$ cat src/rtl/modulation_segment_ctl_pkg.sv
// Shared types for the modulation segment sequencer.
package modulation_ctl_pkg;

  typedef enum logic {
    IMMEDIATE = 1'b0,
    ON_WRAP   = 1'b1
  } transition_mode_t;

  typedef enum logic [1:0] {
    RUN     = 2'd0,
    PENDING = 2'd1,
    STOPPED = 2'd2
  } ctl_state_t;

  // Repetition value meaning "loop forever"
  localparam logic [15:0] REP_INFINITE = 16'hFFFF;

  localparam int NUM_SEG = 2;

endpackage

$ cat src/rtl/modulation_segment_ctl_if.sv
// Segment-switch request handshake between host config and the sequencer.
interface modulation_segment_ctl_if;
  import modulation_ctl_pkg::*;

  logic             req_valid;
  logic             req_ready;
  logic             req_segment;
  transition_mode_t req_mode;
  logic [15:0]      req_rep;

  modport master (output req_valid, req_segment, req_mode, req_rep, input req_ready);
  modport slave  (input req_valid, req_segment, req_mode, req_rep, output req_ready);

endinterface

$ cat src/rtl/modulation_segment_ctl_seg_counter.sv
// Per-segment divider + index counter. wrap_o is the raw "this update wraps"
// strobe and ignores freeze_i, so the controller can decide to freeze on the
// very wrap that exhausts the loop without a combinational loop.
module modulation_seg_counter #(
  parameter int DEPTH_W = 15
) (
  input  logic               clk_i,
  input  logic               rst_n_i,
  input  logic               update_i,
  input  logic [15:0]        freq_div_i,
  input  logic [DEPTH_W-1:0] cycle_i,
  input  logic               clear_i,
  input  logic               freeze_i,
  output logic [DEPTH_W-1:0] idx_o,
  output logic               wrap_o
);

  logic [15:0]        div_q, div_d;
  logic [DEPTH_W-1:0] idx_q, idx_d;
  logic               div_last;
  logic               idx_last;

  // FREQ_DIV of 0 or 1 advances on every tick; >= tolerates a shrunk divider
  assign div_last = (freq_div_i <= 16'd1) || (div_q >= freq_div_i - 16'd1);
  // > covers CYCLE shrinking under a running index
  assign idx_last = (idx_q >= cycle_i);
  assign wrap_o   = update_i && div_last && idx_last;
  assign idx_o    = idx_q;

  // Next-state: clear beats freeze beats normal counting
  always_comb begin
    div_d = div_q;
    idx_d = idx_q;
    if (clear_i) begin
      div_d = '0;
      idx_d = '0;
    end else if (!freeze_i && update_i) begin
      if (div_last) begin
        div_d = '0;
        idx_d = idx_last ? '0 : idx_q + DEPTH_W'(1);
      end else begin
        div_d = div_q + 16'd1;
      end
    end
  end

  // Counter registers
  always_ff @(posedge clk_i or negedge rst_n_i) begin
    if (!rst_n_i) begin
      div_q <= '0;
      idx_q <= '0;
    end else begin
      div_q <= div_d;
      idx_q <= idx_d;
    end
  end

endmodule

$ cat src/rtl/modulation_segment_ctl.sv
// Modulation segment sequencer: two free-running segment counters, host
// segment switching (immediate or on wrap) and loop repetition counting.
// Optional feature macro: MODULATION_LOOP_COUNT_EN (repetition counter and
// STOPPED state; without it playback is always infinite and stop_o is 0).
module modulation_segment_ctl
  import modulation_ctl_pkg::*;
#(
  parameter int DEPTH_W = 15
) (
  input  logic                            clk_i,
  input  logic                            rst_n_i,
  input  logic                            update_i,
  input  logic [NUM_SEG-1:0][15:0]        freq_div_i,
  input  logic [NUM_SEG-1:0][DEPTH_W-1:0] cycle_i,
  modulation_segment_ctl_if.slave         req_if,
  output logic [NUM_SEG-1:0][DEPTH_W-1:0] idx_o,
  output logic                            segment_o,
  output logic                            stop_o
);

  ctl_state_t         state_q, state_d;
  logic               seg_q, seg_d;
  logic               pend_seg_q, pend_seg_d;
  logic [NUM_SEG-1:0] clear, freeze, wrap;
  logic               accept;
  logic               act_wrap;
`ifdef MODULATION_LOOP_COUNT_EN
  logic [15:0]        rep_q, rep_d;
  logic [15:0]        pend_rep_q, pend_rep_d;
`else
  logic               unused_rep;
  assign unused_rep = ^req_if.req_rep;
`endif

  for (genvar s = 0; s < NUM_SEG; s++) begin : g_seg
    modulation_seg_counter #(.DEPTH_W(DEPTH_W)) u_cnt (
      .clk_i      (clk_i),
      .rst_n_i    (rst_n_i),
      .update_i   (update_i),
      .freq_div_i (freq_div_i[s]),
      .cycle_i    (cycle_i[s]),
      .clear_i    (clear[s]),
      .freeze_i   (freeze[s]),
      .idx_o      (idx_o[s]),
      .wrap_o     (wrap[s])
    );
  end

  assign req_if.req_ready = (state_q != PENDING);
  assign accept           = req_if.req_valid && req_if.req_ready;
  assign act_wrap         = wrap[seg_q];
  assign segment_o        = seg_q;
  assign stop_o           = (state_q == STOPPED);

  // Switch/loop control: a new request beats a pending switch, which beats loop exhaust
  always_comb begin
    state_d    = state_q;
    seg_d      = seg_q;
    pend_seg_d = pend_seg_q;
    clear      = '0;
    freeze     = '0;
`ifdef MODULATION_LOOP_COUNT_EN
    rep_d      = rep_q;
    pend_rep_d = pend_rep_q;
    if (state_q == STOPPED) freeze[seg_q] = 1'b1;
`endif
    if (accept) begin
      if (req_if.req_mode == IMMEDIATE) begin
        clear[req_if.req_segment] = 1'b1;
        seg_d   = req_if.req_segment;
        state_d = RUN;
`ifdef MODULATION_LOOP_COUNT_EN
        rep_d   = req_if.req_rep;
`endif
      end else begin
        state_d    = PENDING;
        pend_seg_d = req_if.req_segment;
`ifdef MODULATION_LOOP_COUNT_EN
        pend_rep_d = req_if.req_rep;
`endif
      end
    end else if (state_q == PENDING && act_wrap) begin
      clear[pend_seg_q] = 1'b1;
      seg_d   = pend_seg_q;
      state_d = RUN;
`ifdef MODULATION_LOOP_COUNT_EN
      rep_d   = pend_rep_q;
`endif
    end
`ifdef MODULATION_LOOP_COUNT_EN
    else if (state_q == RUN && act_wrap && rep_q != REP_INFINITE) begin
      if (rep_q == 16'd0) begin
        // Hold the active index at CYCLE instead of wrapping
        state_d       = STOPPED;
        freeze[seg_q] = 1'b1;
      end else begin
        rep_d = rep_q - 16'd1;
      end
    end
`endif
  end

  // Control registers
  always_ff @(posedge clk_i or negedge rst_n_i) begin
    if (!rst_n_i) begin
      state_q    <= RUN;
      seg_q      <= 1'b0;
      pend_seg_q <= 1'b0;
`ifdef MODULATION_LOOP_COUNT_EN
      rep_q      <= REP_INFINITE;
      pend_rep_q <= REP_INFINITE;
`endif
    end else begin
      state_q    <= state_d;
      seg_q      <= seg_d;
      pend_seg_q <= pend_seg_d;
`ifdef MODULATION_LOOP_COUNT_EN
      rep_q      <= rep_d;
      pend_rep_q <= pend_rep_d;
`endif
    end
  end

endmodule
$ cat src/flat_wrapper.sv
// flat-port wrapper written by rule: the top's interface ports become plain ports
module modulation_segment_ctl_flat import modulation_ctl_pkg::*;
#(
  parameter int DEPTH_W = 15
)
  (clk_i, rst_n_i, update_i, freq_div_i, cycle_i, idx_o, segment_o, stop_o, req_if_req_valid, req_if_req_segment, req_if_req_mode, req_if_req_rep, req_if_req_ready);
  modulation_segment_ctl_if req_if_i ();
  input  logic clk_i;
  input  logic rst_n_i;
  input  logic update_i;
  input  logic [NUM_SEG-1:0][15:0] freq_div_i;
  input  logic [NUM_SEG-1:0][DEPTH_W-1:0] cycle_i;
  output logic [NUM_SEG-1:0][DEPTH_W-1:0] idx_o;
  output logic segment_o;
  output logic stop_o;
  input wire logic [$bits(req_if_i.req_valid)-1:0] req_if_req_valid;
  input wire logic [$bits(req_if_i.req_segment)-1:0] req_if_req_segment;
  input wire logic [$bits(req_if_i.req_mode)-1:0] req_if_req_mode;
  input wire logic [$bits(req_if_i.req_rep)-1:0] req_if_req_rep;
  output wire logic [$bits(req_if_i.req_ready)-1:0] req_if_req_ready;
  assign req_if_i.req_valid = req_if_req_valid;
  assign req_if_i.req_segment = req_if_req_segment;
  assign req_if_i.req_mode = req_if_req_mode;
  assign req_if_i.req_rep = req_if_req_rep;
  assign req_if_req_ready = req_if_i.req_ready;
  modulation_segment_ctl #(.DEPTH_W(DEPTH_W)) u_core (.clk_i(clk_i), .rst_n_i(rst_n_i), .update_i(update_i), .freq_div_i(freq_div_i), .cycle_i(cycle_i), .req_if(req_if_i), .idx_o(idx_o), .segment_o(segment_o), .stop_o(stop_o));
endmodule
$ cat config.mk
export PLATFORM = sky130hd
export DESIGN_NAME = modulation_segment_ctl_flat
export DESIGN_NICKNAME = d
export VERILOG_FILES = /design/src/rtl/modulation_segment_ctl_pkg.sv /design/src/rtl/modulation_segment_ctl_if.sv /design/src/rtl/modulation_segment_ctl_seg_counter.sv /design/src/rtl/modulation_segment_ctl.sv /design/src/flat_wrapper.sv
export SDC_FILE = /design/constraint.sdc
export NUM_CORES = 1
export LEC_CHECK = 0
export CORE_MARGIN = 4
export CORE_UTILIZATION = 57
export CTS_BUF_LIST = sky130_fd_sc_hd__clkbuf_16
export DETAILED_ROUTE_END_ITERATION = 12
export PLACE_DENSITY = 0.86
export REMOVE_ABC_BUFFERS = 1
export SETUP_SLACK_MARGIN = 0.15
export SYNTH_ARGS = -nofsm -noshare
export SYNTH_HDL_FRONTEND = slang
export SYNTH_HIERARCHICAL = 1
export SYNTH_SLANG_ARGS = --single-unit
$ cat constraint.sdc
create_clock -name clk_i -period 11.6 [get_ports clk_i]
set_input_delay 2.32 -clock clk_i [delete_from_list [all_inputs] [get_ports clk_i]]
set_output_delay 2.32 -clock clk_i [all_outputs]
set_load 0.05 [all_outputs]
Yosys cells after proc, flatten, opt, wreduce, memory -nomap -nowiden
Cells that the tools add are included.
{"block": "totals", "ff_bits": 66, "input_bits": 84, "out_inout_bits": 33, "wordCells": 76}
{"block": "classes", "n_reduce_logical": 19, "n_eq_ne": 4, "magnitude_cmp": 11, "mux": 29, "n_addsub": 6}
{"cell": "$mux 15", "n": 8}
{"cell": "$mux 16", "n": 6}
{"cell": "$add 16x1->16 const B", "n": 2}
{"cell": "$ge 16x16->1", "n": 2}
{"cell": "$le 16x1->1 const B", "n": 2}
{"cell": "$sub 16x1->16 const B", "n": 2}
{"cell": "$add 15x1->15 const B", "n": 2}
{"cell": "$ge 15x15->1", "n": 2}
{"cell": "$mux 2", "n": 5}
{"cell": "$reduce_bool 2->1", "n": 5}
{"cell": "$logic_and 1x1->1", "n": 8}
{"cell": "$mux 1", "n": 8}
{"cell": "$reduce_and 2->1", "n": 4}
{"cell": "$lt 1x2->1 const B", "n": 3}
{"cell": "$demux 1 s1", "n": 2}
{"cell": "$eq 2x1->1 const B", "n": 1}
{"cell": "$eq 2x2->1 const B", "n": 1}
{"cell": "$ge 1x1->1 const B", "n": 2}
{"cell": "$logic_or 1x1->1", "n": 2}
{"cell": "$ne 2x1->1 const B", "n": 1}
{"cell": "$ne 2x2->1 const B", "n": 1}

Depth between registers and ports, before layout
{"block": "depth", "ltp_word": 12, "mapped_depth": 22, "depth_no_buf": 21}

Hierarchy
Netlist, hierarchy kept.
{"mod": "modulation_seg_counter at u_core.g_seg[1].u_cnt", "seq_area_each_um2": 775.7, "n_inst": 1, "cells_each": 324, "area_each_um2": 2760.1}
{"mod": "modulation_seg_counter at u_core.g_seg[0].u_cnt", "seq_area_each_um2": 775.7, "n_inst": 1, "cells_each": 327, "area_each_um2": 2751.4}
{"mod": "modulation_segment_ctl", "seq_area_each_um2": 75.1, "n_inst": 1, "cells_each": 18, "area_each_um2": 183.9}

Worst setup path after synthesis
No wires, ideal clock.
{"block": "synth_path", "kind": "input to register", "startpoint": "input freq_div_i[18] (netlist name)", "endpoint": "register u_core.g_seg[1].u_cnt.idx_q[12]", "path_stages": 20, "t_arrival_ps": 6591, "required_time_ps": 11496, "setup_ps": 104, "path_slack_ps": 4905, "n_path_buf": 0, "cell_sequence": "or4_4 nor3_1 nand2b_1 nor4_1 xnor2_1 ha_1 a21oi_1 o221ai_1 nor2_1 o21ai_1 or2_2 o311a_1 mux2i_1 nor2_1 a32o_1 nor2_1 o31ai_2 nor2_1 nand3_4 o41ai_2"}
{"block": "synth_via", "elab_chain_cells": 12, "elab_cells_between_ends": 15, "cone_classes": "1 x add/sub; 2 x order compare; 5 x mux; 7 x reduce/logical"}
{"element": "start: declaration", "line_no": "flat_wrapper.sv:11", "source": "input logic [NUM_SEG-1:0][15:0] freq_div_i;"}
{"element": "$sub 16x1->16", "line_no": "modulation_segment_ctl_seg_counter.sv:24", "source": "assign div_last = (freq_div_i <= 16'd1) || (div_q >= freq_div_i - 16'd1);"}
{"element": "$ge 16x16->1", "line_no": "modulation_segment_ctl_seg_counter.sv:24"}
{"element": "$logic_or 1x1->1 *", "line_no": "modulation_segment_ctl_seg_counter.sv:24"}
{"element": "$logic_and 1x1->1 * (2 in series)", "line_no": "modulation_segment_ctl_seg_counter.sv:27", "source": "assign wrap_o = update_i && div_last && idx_last;"}
{"element": "via u_core.wrap[1]", "line_no": "modulation_segment_ctl.sv:24", "source": "logic [NUM_SEG-1:0] clear, freeze, wrap;"}
{"element": "$mux 1 (not written as such) * (2 in series)", "line_no": "modulation_segment_ctl.sv:51", "source": "assign act_wrap = wrap[seg_q];"}
{"element": "$logic_and 1x1->1 *", "line_no": "modulation_segment_ctl.sv:82", "source": "end else if (state_q == PENDING && act_wrap) begin"}
{"element": "$mux 2 *", "line_no": "modulation_segment_ctl.sv:82"}
{"element": "$mux 2 *", "line_no": "modulation_segment_ctl.sv:67", "source": "if (accept) begin"}
{"element": "via u_core.clear[1]", "line_no": "modulation_segment_ctl.sv:24"}
{"element": "$reduce_bool 2->1 (no line)"}
{"element": "$reduce_and 2->1 (no line)"}
{"element": "end signal: assignment", "line_no": "modulation_segment_ctl_seg_counter.sv:54", "source": "idx_q <= idx_d;"}
{"element": "end: declaration", "line_no": "modulation_segment_ctl_seg_counter.sv:19", "source": "logic [DEPTH_W-1:0] idx_q, idx_d;"}
The timed path passes the listed nets; every way through them passes the cells marked *. The select of a mux whose other input is x is not followed.
A chain may end at the register's enable or synchronous reset.

Worst setup path in the final report
{"block": "layout_path", "startpoint": "input freq_div_i[2] (netlist name)", "endpoint": "register u_core.g_seg[1].u_cnt.idx_q[12]"}
Same word-level chain as after synthesis.

==> run_results.csv <==
group,metric,value,unit
run_status,status,"finished, final reports clean",
final_layout,final_cell_area,0.00709,mm^2
timing,finalSetupViolCount,0,
clock_tree,cts_setup_buffers,0,
clock_tree,cts_tree,"yes",
synth,synthXorXnorAreaFrac,5.23,%
floorplanning,num_io_pins,117,
worst_setup_path,slowest_stage,"and4_1",
routing,dr.pass1.iters,5,
global_route,grt_antenna_before_repair,0,
clock_tree,clock_sinks,65,
worst_setup_path,cp.arrival,8.20,ns
floorplanning,rows,36,
worst_setup_path,reg2reg_depth,14,
clock_tree,clock_latency,0.33,ns
timing,min_period,7.98,ns
worst_setup_path,cp-start-kind,"primary input",
timing,slew_viol_final,0,
synth,synth-warning-count,6,
global_route,grt_overflow,0,
final_layout,final_nets,926,
hold_path,hold_path.class,"flop to flop",
floorplanning,die-area,0.0117,mm^2
final_layout,fillCellCount,738,
worst_setup_path,critPathMaxStageDelay,0.71,ns
routing,drt-initial-drc-count,311,
worst_setup_path,cp_max_fo,19,
timing,tns,0,ns
placement,placed_cell_area,0.00681,mm^2
synth,synthCells,669,
global_route,grt_pass1_wl,24.5,mm
synth,synth-adder-area-share,15.4,%
clock_tree,cts_max_level,3,
power_and_ir_drop,p_sw,0.343,mW
clock_tree,hold_buffers,0,
power_and_ir_drop,p_per_area,129,mW/mm^2
global_route,grt_use_total,25.6,%
placement,gp_congestion,0.889,
routing,num_vias,5544,
synth,ys_types,73,
routing,wirelength,14.7,mm
power_and_ir_drop,clkPwrFrac,28.6,%
worst_setup_path,cp.required,11.83,ns
placement,portBuffers,99,
run,drv_cap,0,
clock_tree,cts_buffers,9,
synth,synth_edf_count,0,
floorplanning,die-width,108,um
placement,post-place-ws,3.38,ns
timing,clock.fmax,125,MHz
power_and_ir_drop,peakVddDrop,147,uV
timing,hold_violations,0,
clock_tree,cts_resized,0,
worst_setup_path,cp_common_cell,"nor2_1",
timing,rsz0062_at_grt,"no",
timing,clock_skew,0.00835,ns
synth,netlist_area,0.00570,mm^2
hold_path,holdPathStages,1,
clock_tree,cts_root_buf,"clkbuf_16",
worst_setup_path,end_kind,"flop",
synth,synth-main-ff-cell,"dfrtp_1",
final_layout,drive_gt1_share,7.47,%
worst_setup_path,crit_family,"simple AND/OR/NAND/NOR gates",
worst_setup_path,cp.depth,20,
clock_tree,clkTransAtPathRegs,0.06,ns
routing,drc,0,
routing,ant_nets,0,
synth,yosysSeqAreaShare,28.6,%
routing,viasPerCell,6.10,
timing,fin_ws,3.62,ns
clock_tree,clock_path_buffers,2,
synth,synth_compound_area_share,18.4,%
worst_setup_path,crit_buf_inv,1,
floorplanning,start_util,58.3,%
floorplanning,die_height,108,um
timing,relSlewSlack,32.4,%
timing,fin_crit_sh,68.8,%
global_route,grt_pass1_vias,5458,
synth,synth_top_family_by_area,"simple AND/OR/NAND/NOR gates",
synth,synth.avg_cell_area,8.51,um^2
synth,ys_ff_latch,65,
synth,synth-simple-area-share,27.2,%
timing,worst_slew_pin_slew,1.01,ns
placement,dpl.hpwl,11.0,mm
power_and_ir_drop,pwr-share-seq,34.9,%
global_route,grt_max_degree,66,
routing,wire_per_inst,16.2,um
power_and_ir_drop,sw_frac_of_total,37.6,%
final_layout,diodes,0,
synth,synth.area.mux_share,0.923,%
power_and_ir_drop,leakagePower,3.15,nW
synth,synthArstFlopShare,100,%
power_and_ir_drop,intPower,0.570,mW
worst_setup_path,crit_chain,"clkdlybuf4s50_1, or4_4, nor3_1, nand2b_1, nor3b_1, xnor2_1, ha_1, nand4_1, nor2_1, a41oi_1, and4_1, nor2_1, mux2i_1, nor2_1, a32o_1, nor2_1, o31ai_2, nor2_1, nand3_4, o41ai_2",
final_layout,area_growth_syn_to_layout,24.5,%
worst_setup_path,path_class,"primary input to flop",
floorplanning,core-area,0.00977,mm^2
power_and_ir_drop,power_frac_comb,36.5,%
## through the flow
stage	instances	power, mW	util [%]	hold WS [ns]
after global routing	909	0.970	72.6	0.574
after detailed placement	894	0.651	69.6	0.543
after floorplan	659	0.530	-	0.485
final	909	0.913	72.6	0.547
after CTS	909	0.915	72.6	0.551
after global placement	894	0.627	69.6	0.525
## power by group through the flow
stage / logic, mW / clock network (mW) / registers [mW]
2_1_floorplan: 0.179 / 0 / 0.351
3_3_place_gp: 0.312 / 0 / 0.316
3_5_place_dp: 0.331 / 0 / 0.320
4_1_cts: 0.334 / 0.264 / 0.317
5_1_grt: 0.371 / 0.276 / 0.323
6_report: 0.333 / 0.261 / 0.318
## worst paths after layout
kind                                                       from                         endpoint  slack, ns
worst min register to register  u_core/g_seg[1].u_cnt/div_q[14]  u_core/g_seg[1].u_cnt/div_q[14]       0.55
worst max register to register   u_core/g_seg[0].u_cnt/div_q[1]  u_core/g_seg[1].u_cnt/idx_o[12]       6.85
max in group asynchronous                               rst_n_i   u_core/g_seg[0].u_cnt/div_q[7]       8.87
worst min-delay path            u_core/g_seg[1].u_cnt/div_q[14]  u_core/g_seg[1].u_cnt/div_q[14]       0.55
min in group asynchronous                               rst_n_i   u_core/g_seg[0].u_cnt/idx_o[0]       2.18
worst max-delay path                              freq_div_i[2]  u_core/g_seg[1].u_cnt/idx_o[12]       3.62
## Yosys cell counts, drive strengths merged, types with 6 or more instances
library cell / instances / area [um^2]
nand2b: 9 / 56.3
nor3: 30 / 188
nor2: 61 / 231
nand2: 57 / 214
a22o: 22 / 200
and2: 6 / 37.5
o31ai: 10 / 85.1
xor2: 10 / 87.6
nand4: 14 / 87.6
nand3: 29 / 158
dfrtp: 65 / 1630
a21o: 11 / 82.6
a31oi: 13 / 81.3
ha: 70 / 876
nor4: 6 / 43.8
buf: 7 / 52.5
xnor2: 24 / 210
and3: 21 / 134
inv: 45 / 169
clkbuf: 6 / 22.5
a21oi: 31 / 159
nor2b: 17 / 106
o21ai: 41 / 216
## routing by layer
metal	GRT usage [%]	up-vias	wire [um]
li1	-	2649	-
met1	32.2	2671	6240
met2	45.4	201	7470
met3	3.64	23	761
met4	8.21	0	237
met5	0	-	0
## worst reg2reg max path, delay by kind of cell, from the launching register on
kind	cells	cell delay [ns]
fa+ha+maj	1	0.32
mux	1	0.28
flops	1	0.42
compound gates	5	1.45
simple gates	7	2.18
## state kept, by name, indices dropped and copies added, names as in the netlist
| register | cells |
|---|---|
| u_core/pend_seg_q | 1 |
| u_core/g_seg.u_cnt/div_q | 32 |
| u_core/state_q | 1 |
| u_core/g_seg.u_cnt/idx_o | 30 |
| u_core/segment_o | 1 |
## logic make-up after synthesis
group           Yosys count
buf+inv                  58
flops                    65
xor+xnor                 34
mux                       5
simple gates            284
fa+ha+maj                70
other cells               1
compound gates          152
## layout by cell type (no fill, tap or decap), drive strengths merged, types with 11 or more instances in the layout
cell and instances:
clkdlybuf4s50 98, ha 70, dfrtp 65, nor2 61
nand2 57, inv 45, o21ai 41, a21oi 31
nor3 30, nand3 29, xnor2 24, a22o 22
and3 21, nor2b 17, nand4 14, a31oi 13
a21o 11
## cell type report
cell class | count | area (um^2) | share of cell area [%]
Clock buffer | 9 | 225 | 3.18
Inverter | 45 | 169 | 2.38
Sequential cell | 65 | 1630 | 22.9
Clock inverter | 6 | 60.1 | 0.847
Timing Repair Buffer | 102 | 1010 | 14.2
Tap cell | 133 | 166 | 2.35
Multi-Input combinational cell | 549 | 3840 | 54.1
Note: power is estimated with default switching activity, not from simulation.
